===== src/rtl/err_meas_pkg.sv =====
//------------------------------------------------------------------------------
// Module : err_meas_pkg
// Brief  : Shared state encoding, width helpers and defaults for the
//          squared-error measurement sequencer.
// Rev    : 1.0  initial release
//------------------------------------------------------------------------------
`default_nettype none

package err_meas_pkg;

    // Default window length (log2 of clk_en ticks).
    localparam int DEF_WIN_LOG2 = 4;

    // Sequencer state encoding.
    localparam logic [2:0] ST_IDLE   = 3'd0;
    localparam logic [2:0] ST_CLEAR  = 3'd1;
    localparam logic [2:0] ST_SETTLE = 3'd2;
    localparam logic [2:0] ST_ACCUM  = 3'd3;
    localparam logic [2:0] ST_FLUSH  = 3'd4;
    localparam logic [2:0] ST_DONE   = 3'd5;

    typedef enum logic [2:0] {
        IDLE   = ST_IDLE,
        CLEAR  = ST_CLEAR,
        SETTLE = ST_SETTLE,
        ACCUM  = ST_ACCUM,
        FLUSH  = ST_FLUSH,
        DONE   = ST_DONE
    } state_t;

    // Squared error is < 2^18 and at most 2^win_log2 terms are summed.
    function automatic int acc_width(input int win_log2);
        return 18 + win_log2;
    endfunction

    // One extra bit so the counter target can hold 2^win_log2 itself.
    function automatic int cnt_width(input int win_log2);
        return win_log2 + 1;
    endfunction

    localparam int CNT_W = cnt_width(DEF_WIN_LOG2);
    localparam int ACC_W = acc_width(DEF_WIN_LOG2);

endpackage

`default_nettype wire


===== src/rtl/err_meas_ctrl_if.sv =====
//------------------------------------------------------------------------------
// Module : err_meas_ctrl_if
// Brief  : Request/result handshake plus accumulator control signals of the
//          measurement sequencer. slave = sequencer, master = environment.
// Rev    : 1.0  initial release
//------------------------------------------------------------------------------
`default_nettype none

interface err_meas_ctrl_if
   import err_meas_pkg::*;
#(
   parameter int ACC_W = err_meas_pkg::ACC_W
);
   logic             clk_en;
   logic             start;
   logic             abort;
   logic [ACC_W-1:0] acc_in;
   logic             result_ack;
   logic             acc_clear;
   logic             acc_hold;
   logic             busy;
   logic [ACC_W-1:0] result;
   logic             result_valid;
   logic             overrun;
   logic [7:0]       meas_count;

   modport slave (
      input  clk_en, start, abort, acc_in, result_ack,
      output acc_clear, acc_hold, busy, result, result_valid, overrun, meas_count
   );

   modport master (
      output clk_en, start, abort, acc_in, result_ack,
      input  acc_clear, acc_hold, busy, result, result_valid, overrun, meas_count
   );
endinterface

`default_nettype wire


===== src/rtl/err_meas_tick_cnt.sv =====
//------------------------------------------------------------------------------
// Module : err_meas_tick_cnt
// Brief  : Enable-gated tick counter with clear and a loadable target.
//          o_term pulses on the enabled tick that reaches the target; the
//          counter then restarts from zero for the next phase.
// Rev    : 1.0  initial release
//------------------------------------------------------------------------------
`default_nettype none

module err_meas_tick_cnt
   import err_meas_pkg::*;
#(
   parameter int CNT_W = err_meas_pkg::CNT_W
) (
   input  wire             clk,
   input  wire             reset,
   input  wire             i_clr,
   input  wire             i_en,
   input  wire [CNT_W-1:0] i_target,
   output logic            o_term
);
   logic [CNT_W-1:0] r_cnt;
   logic [CNT_W-1:0] w_cnt_inc;

   assign w_cnt_inc = r_cnt + CNT_W'(1);
   // Clear wins over a same-cycle terminal tick.
   assign o_term    = i_en && !i_clr && (w_cnt_inc == i_target);

   // Count enabled ticks; restart on clear or on reaching the target.
   always_ff @(posedge clk) begin
      if (reset || i_clr || o_term) begin
         r_cnt <= '0;
      end else if (i_en) begin
         r_cnt <= w_cnt_inc;
      end
   end
endmodule

`default_nettype wire


===== src/rtl/err_meas_ctrl.sv =====
//------------------------------------------------------------------------------
// Module : err_meas_ctrl
// Brief  : Sequencer for the squared-error accumulator: clear, settle,
//          accumulate exactly 2^WIN_LOG2 clk_en ticks, flush, capture and
//          hand the sum over with a valid/ack handshake.
//          Build macro ERR_MEAS_AUTO_EN selects continuous (auto-restart)
//          mode with a sticky overrun flag; otherwise one-shot.
// Rev    : 1.0  initial release
//------------------------------------------------------------------------------
`default_nettype none

module err_meas_ctrl
   import err_meas_pkg::*;
#(
   parameter int WIN_LOG2     = err_meas_pkg::DEF_WIN_LOG2,
   parameter int SETTLE_TICKS = 2,
   parameter int FLUSH_TICKS  = 2,
   parameter int ACC_W        = acc_width(WIN_LOG2)
) (
   input  wire              clk,
   input  wire              reset,
   err_meas_ctrl_if.slave   bus
);
   localparam int               c_CNT_W      = cnt_width(WIN_LOG2);
   localparam logic [c_CNT_W-1:0] c_SETTLE_TGT = c_CNT_W'(SETTLE_TICKS);
   localparam logic [c_CNT_W-1:0] c_WIN_TGT    = c_CNT_W'(2 ** WIN_LOG2);
   localparam logic [c_CNT_W-1:0] c_FLUSH_TGT  = c_CNT_W'(FLUSH_TICKS);

   state_t             r_state;
   state_t             w_next;
   logic               w_capture;
   logic               w_counting;
   logic               w_cnt_clr;
   logic               w_cnt_en;
   logic               w_tick_done;
   logic [c_CNT_W-1:0] w_target;

   logic               r_acc_clear;
   logic               r_acc_hold;
   logic               r_busy;
   logic [ACC_W-1:0]   r_result;
   logic               r_result_valid;
   logic [7:0]         r_meas_count;

   assign w_counting = (r_state == SETTLE) || (r_state == ACCUM) || (r_state == FLUSH);
   // Abort also clears the counter so a later run always starts from zero.
   assign w_cnt_clr  = !w_counting || bus.abort;
   assign w_cnt_en   = w_counting && bus.clk_en;

   // Select the tick target of the phase currently being timed.
   always_comb begin
      w_target = c_FLUSH_TGT;
      case (r_state)
         SETTLE:  w_target = c_SETTLE_TGT;
         ACCUM:   w_target = c_WIN_TGT;
         default: w_target = c_FLUSH_TGT;
      endcase
   end

   err_meas_tick_cnt #(
      .CNT_W (c_CNT_W)
   ) u_tick_cnt (
      .clk      (clk),
      .reset    (reset),
      .i_clr    (w_cnt_clr),
      .i_en     (w_cnt_en),
      .i_target (w_target),
      .o_term   (w_tick_done)
   );

   // Next-state decode; abort beats a same-cycle terminal tick.
   always_comb begin
      w_next    = r_state;
      w_capture = 1'b0;
      case (r_state)
         IDLE:   if (bus.start) w_next = CLEAR;
         CLEAR:  w_next = SETTLE;
         SETTLE: begin
            if (bus.abort)        w_next = IDLE;
            else if (w_tick_done) w_next = ACCUM;
         end
         ACCUM: begin
            if (bus.abort)        w_next = IDLE;
            else if (w_tick_done) w_next = FLUSH;
         end
         FLUSH: begin
            if (bus.abort) begin
               w_next = IDLE;
            end else if (w_tick_done) begin
               w_capture = 1'b1;
`ifdef ERR_MEAS_AUTO_EN
               w_next    = CLEAR;
`else
               w_next    = DONE;
`endif
            end
         end
         DONE:    if (bus.result_ack) w_next = IDLE;
         default: w_next = IDLE;
      endcase
   end

   // State register; control outputs registered from next state so they are
   // glitch-free and line up with the state they describe.
   always_ff @(posedge clk) begin
      if (reset) begin
         r_state     <= IDLE;
         r_acc_clear <= 1'b0;
         r_acc_hold  <= 1'b1;
         r_busy      <= 1'b0;
      end else begin
         r_state     <= w_next;
         r_acc_clear <= (w_next == CLEAR);
         r_acc_hold  <= (w_next != ACCUM);
         r_busy      <= !((w_next == IDLE) || (w_next == DONE));
      end
   end

`ifdef ERR_MEAS_AUTO_EN
   logic r_overrun;

   // Capture path in continuous mode; an unacked result being replaced
   // raises the sticky overrun flag.
   always_ff @(posedge clk) begin
      if (reset) begin
         r_result       <= '0;
         r_result_valid <= 1'b0;
         r_meas_count   <= 8'd0;
         r_overrun      <= 1'b0;
      end else if (w_capture) begin
         r_result       <= bus.acc_in;
         r_result_valid <= 1'b1;
         r_meas_count   <= r_meas_count + 8'd1;
         if (r_result_valid && !bus.result_ack) r_overrun <= 1'b1;
      end else if (bus.result_ack) begin
         r_result_valid <= 1'b0;
      end
   end

   assign bus.overrun = r_overrun;
`else
   // Capture path in one-shot mode; the result is released by ack in DONE.
   always_ff @(posedge clk) begin
      if (reset) begin
         r_result       <= '0;
         r_result_valid <= 1'b0;
         r_meas_count   <= 8'd0;
      end else if (w_capture) begin
         r_result       <= bus.acc_in;
         r_result_valid <= 1'b1;
         r_meas_count   <= r_meas_count + 8'd1;
      end else if ((r_state == DONE) && bus.result_ack) begin
         r_result_valid <= 1'b0;
      end
   end

   assign bus.overrun = 1'b0;
`endif

   assign bus.acc_clear    = r_acc_clear;
   assign bus.acc_hold     = r_acc_hold;
   assign bus.busy         = r_busy;
   assign bus.result       = r_result;
   assign bus.result_valid = r_result_valid;
   assign bus.meas_count   = r_meas_count;
endmodule

`default_nettype wire


===== src/flat_wrapper.sv =====
// flat-port wrapper written by rule: the top's interface ports become plain ports
module err_meas_ctrl_flat import err_meas_pkg::*;
#(
   parameter int WIN_LOG2     = err_meas_pkg::DEF_WIN_LOG2,
   parameter int SETTLE_TICKS = 2,
   parameter int FLUSH_TICKS  = 2,
   parameter int ACC_W        = acc_width(WIN_LOG2)
)
  (clk, reset, bus_clk_en, bus_start, bus_abort, bus_acc_in, bus_result_ack, bus_acc_clear, bus_acc_hold, bus_busy, bus_result, bus_result_valid, bus_overrun, bus_meas_count);
  err_meas_ctrl_if #(.ACC_W(ACC_W)) bus_i ();
  input  wire clk;
  input  wire reset;
  input wire logic [$bits(bus_i.clk_en)-1:0] bus_clk_en;
  input wire logic [$bits(bus_i.start)-1:0] bus_start;
  input wire logic [$bits(bus_i.abort)-1:0] bus_abort;
  input wire logic [$bits(bus_i.acc_in)-1:0] bus_acc_in;
  input wire logic [$bits(bus_i.result_ack)-1:0] bus_result_ack;
  output wire logic [$bits(bus_i.acc_clear)-1:0] bus_acc_clear;
  output wire logic [$bits(bus_i.acc_hold)-1:0] bus_acc_hold;
  output wire logic [$bits(bus_i.busy)-1:0] bus_busy;
  output wire logic [$bits(bus_i.result)-1:0] bus_result;
  output wire logic [$bits(bus_i.result_valid)-1:0] bus_result_valid;
  output wire logic [$bits(bus_i.overrun)-1:0] bus_overrun;
  output wire logic [$bits(bus_i.meas_count)-1:0] bus_meas_count;
  assign bus_i.clk_en = bus_clk_en;
  assign bus_i.start = bus_start;
  assign bus_i.abort = bus_abort;
  assign bus_i.acc_in = bus_acc_in;
  assign bus_i.result_ack = bus_result_ack;
  assign bus_acc_clear = bus_i.acc_clear;
  assign bus_acc_hold = bus_i.acc_hold;
  assign bus_busy = bus_i.busy;
  assign bus_result = bus_i.result;
  assign bus_result_valid = bus_i.result_valid;
  assign bus_overrun = bus_i.overrun;
  assign bus_meas_count = bus_i.meas_count;
  err_meas_ctrl #(.WIN_LOG2(WIN_LOG2), .SETTLE_TICKS(SETTLE_TICKS), .FLUSH_TICKS(FLUSH_TICKS), .ACC_W(ACC_W)) u_core (.clk(clk), .reset(reset), .bus(bus_i));
endmodule

===== config.mk =====
export PLATFORM = sky130hd
export DESIGN_NAME = err_meas_ctrl_flat
export DESIGN_NICKNAME = d
export VERILOG_FILES = /design/src/rtl/err_meas_pkg.sv /design/src/rtl/err_meas_ctrl_if.sv /design/src/rtl/err_meas_tick_cnt.sv /design/src/rtl/err_meas_ctrl.sv /design/src/flat_wrapper.sv
export SDC_FILE = /design/constraint.sdc
export NUM_CORES = 1
export LEC_CHECK = 0
export CAP_MARGIN = 20
export CORE_MARGIN = 5
export CORE_UTILIZATION = 35
export DETAILED_ROUTE_END_ITERATION = 12
export PLACE_DENSITY = 0.74
export SETUP_SLACK_MARGIN = 0.4
export SYNTH_ARGS = -nofsm -noshare
export SYNTH_HDL_FRONTEND = slang
export SYNTH_SLANG_ARGS = --single-unit
export TNS_END_PERCENT = 50

===== constraint.sdc =====
create_clock -name clk -period 3.05 [get_ports clk]
set_clock_uncertainty 0.2 [all_clocks]
set_input_delay 0.915 -clock clk [delete_from_list [all_inputs] [get_ports clk]]
set_output_delay 0.915 -clock clk [all_outputs]
set_load 0.02 [all_outputs]

==> metrics.cfg <==
[clocking]
cts_buffers=5
clk_pin_slew_worst_paths_ns=0.08
postCtsSetupRepairBufs=0
clock_latency_ns=0.29
cts_num_sinks=42
cts.path.max_buffers=2
h-tree-depth=2
cts_root_buf=clkbuf_8
postCtsHoldBufs=0
cts_tree=yes
post_cts_resized=0

[sta]
finalHoldViolCount=0
finalSetupTns_ns=0
period_needed_ns=2.50
rsz0062_at_grt=false
setup_viol=0
drv_slew=0
setup_slack_ns=0.548
max_slew_margin=0.601
max_freq_mhz=400
finalCritPeriodShare=0.820
tightestPinTransition_ns=0.592

[critical_path]
path_class=flop to primary output
start_kind=flop
crit_slowest_cell=clkdlybuf4s50_1
cp.required_ns=1.93
path_buf_inv=1
slowest_delay_ns=0.66
path_delay_family=buffers and inverters
reg2reg_to=u_core.bus.busy
reg2reg_slack_ns=0.73
reg2regPathDepth=7
r2r_start=u_core.u_tick_cnt.r_cnt[1]
crit_arrival_ns=1.39
cp_cell_sequence=clkdlybuf4s50_1
end_kind=primary output
crit_fanout=5

[layout]
n_fill_cell=493
multi_input_area_um2=917
area_delta_synth_final_pct=44.5
drive_above_1_share=0.0896
insertedDiodeCount=0
final_core_util=0.517
regArea_um2=841
final_nets=308

[power_and_ir_drop]
cellPowerDensity_nw_per_um2=379
finalPower_uw=987
leakage_uw=0.000889
ir_drop_v=0.000158

[synthesis]
synth_edf_count=0
yosysMostFrequentCell=nand2_1
syn_avg_cell_area_um2=8.39
syn_area_um2=1800
yosysWarningCount=0
synth_flop_cell=dfxtp_1
syn-instance-count=215
synthTopCellsByCount=nand2_1 (53), dfxtp_1 (42), a21oi_1 (24)
synthDistinctLibCells=38
synth.top_cell.area_share=0.466
yosysSeqAreaShare=0.466
async_flop_share=0
ys_ff_latch=42
synth_nets=245
synth_top_cell_by_area=dfxtp_1
synthTopCellsByArea=dfxtp_1 (47%), nand2_1 (11%), a21oi_1 (6.7%)

[place]
dpl_worst_slack_ns=0.136
gp_congestion=0.731
hpwlAfterDp_um=3130
port_buffers=61

[global_routing]
grt_max_degree=37
grt_pass1_vias=1568
grt.total_usage=0.134
grt_pass1_wl_um=6950
antenna_found_initial=0
overflow=0

[die]
die_w_um=81.8
initial_core_util=0.358
core.rowCount=26
die_h_um=81.8
boundaryPins=63
core-area_um2=5040
die-area_um2=6690

[min_path]
worstHoldEndpoint=u_core.bus.result[16]
whs_path_depth=2
hp-class=flop to flop
hp-start=u_core.bus.result[16]

[routing]
vias_per_cell=4.66
dr.pass1.iters=4
routed_wl_um=4280
drt-initial-drc-count=68
vias=1625
ant_nets=0
wl_per_cell_um=12.3
drc=0

[flow_run]
cap_violations=0

[run_status]
status=finished clean

cells by family after synthesis:
| kind of cell | share of synthesized area |
|---|---|
| multiplexers | 0.0111 |
| AND/OR/NAND/NOR | 0.288 |
| AO/OA/AOI/OAI | 0.107 |
| other | 0.00208 |
| buffers and inverters | 0.0396 |
| flip-flops | 0.466 |
| adder cells (fa/ha/maj) | 0.0139 |
| XOR/XNOR | 0.0722 |
cell type report:
class,count,share of cell area
timing repair buffer,67,0.256
multi-input combinational,160,0.352
tap,70,0.0336
inverter,2,0.00288
clock buffer,6,0.0279
clock inverter,2,0.00528
sequential,42,0.323
layout by cell type, fill, tap and decap left out, drive strengths merged:
cell type / Yosys / routed
nor2b: 4 / 4
o21ai: 3 / 3
and3: 1 / 1
or2: 1 / 1
clkinv: 0 / 2
clkbuf: 6 / 6
ha: 2 / 2
nor2: 20 / 20
xnor2: 7 / 7
a21oi: 25 / 25
a22o: 1 / 1
o22ai: 1 / 1
conb: 1 / 1
o21ba: 1 / 1
clkdlybuf4s50: 0 / 60
a21o: 1 / 1
nor3b: 1 / 1
nand2b: 1 / 1
and2b: 1 / 1
buf: 5 / 6
nand2: 53 / 53
nand3b: 2 / 2
o211a: 1 / 1
xor2: 7 / 7
and4bb: 1 / 1
nor3: 6 / 6
and2: 4 / 4
nand4: 6 / 6
nand4bb: 1 / 1
inv: 2 / 2
nor4bb: 1 / 1
dfxtp: 42 / 42
mux2i: 2 / 2
nand3: 4 / 4
and4: 1 / 1
dlymetal6s2s: 0 / 1
power breakdown:
| group | switching, µW | internal (µW) | leakage (µW) |
|---|---|---|---|
| registers | 5.47 | 553 | 0.000339 |
| clock network | 188 | 161 | 0.0000452 |
| logic | 32.0 | 46.7 | 0.000505 |
| total | 226 | 761 | 0.000889 |
stage by stage:
stage	hold WS [ns]	area, µm²	instances
3_5_place_dp	0.245	2480	341
2_1_floorplan	0.328	1800	215
4_1_cts	0.255	2570	349
3_3_place_gp	0.237	2480	341
6_report	0.254	2610	349
5_1_grt	0.273	2610	349
flip-flops by register name, indices dropped and copies added (netlist names):
| signal | flops |
|---|---|
| u_core.bus.acc_clear | 1 |
| u_core.bus.acc_hold | 1 |
| u_core.bus.busy | 1 |
| u_core.bus.meas_count | 8 |
| u_core.bus.result | 22 |
| u_core.bus.result_valid | 1 |
| u_core.r_state | 3 |
| u_core.u_tick_cnt.r_cnt | 5 |
layer usage:
metal,wire length (µm),vias to the layer above,track usage
li1,-,834,-
met3,428,6,0.0603
met2,1960,52,0.225
met5,0,-,0
met4,59,0,0.0482
met1,1840,733,0.150
how the worst max path moves through the flow:
stage	startpoint	to	depth (start not counted)
3_5_place_dp	bus_clk_en	u_core.bus.meas_count[0]	7
4_1_cts	bus_clk_en	u_core.bus.meas_count[0]	7
5_1_grt	u_core.bus.meas_count[2]	bus_meas_count[2]	1
6_report	u_core.bus.meas_count[0]	bus_meas_count[0]	1
3_3_place_gp	bus_clk_en	u_core.bus.meas_count[0]	7
2_1_floorplan	bus_clk_en	u_core.bus.meas_count[4]	7
Note: power is estimated with default switching activity, not from simulation.
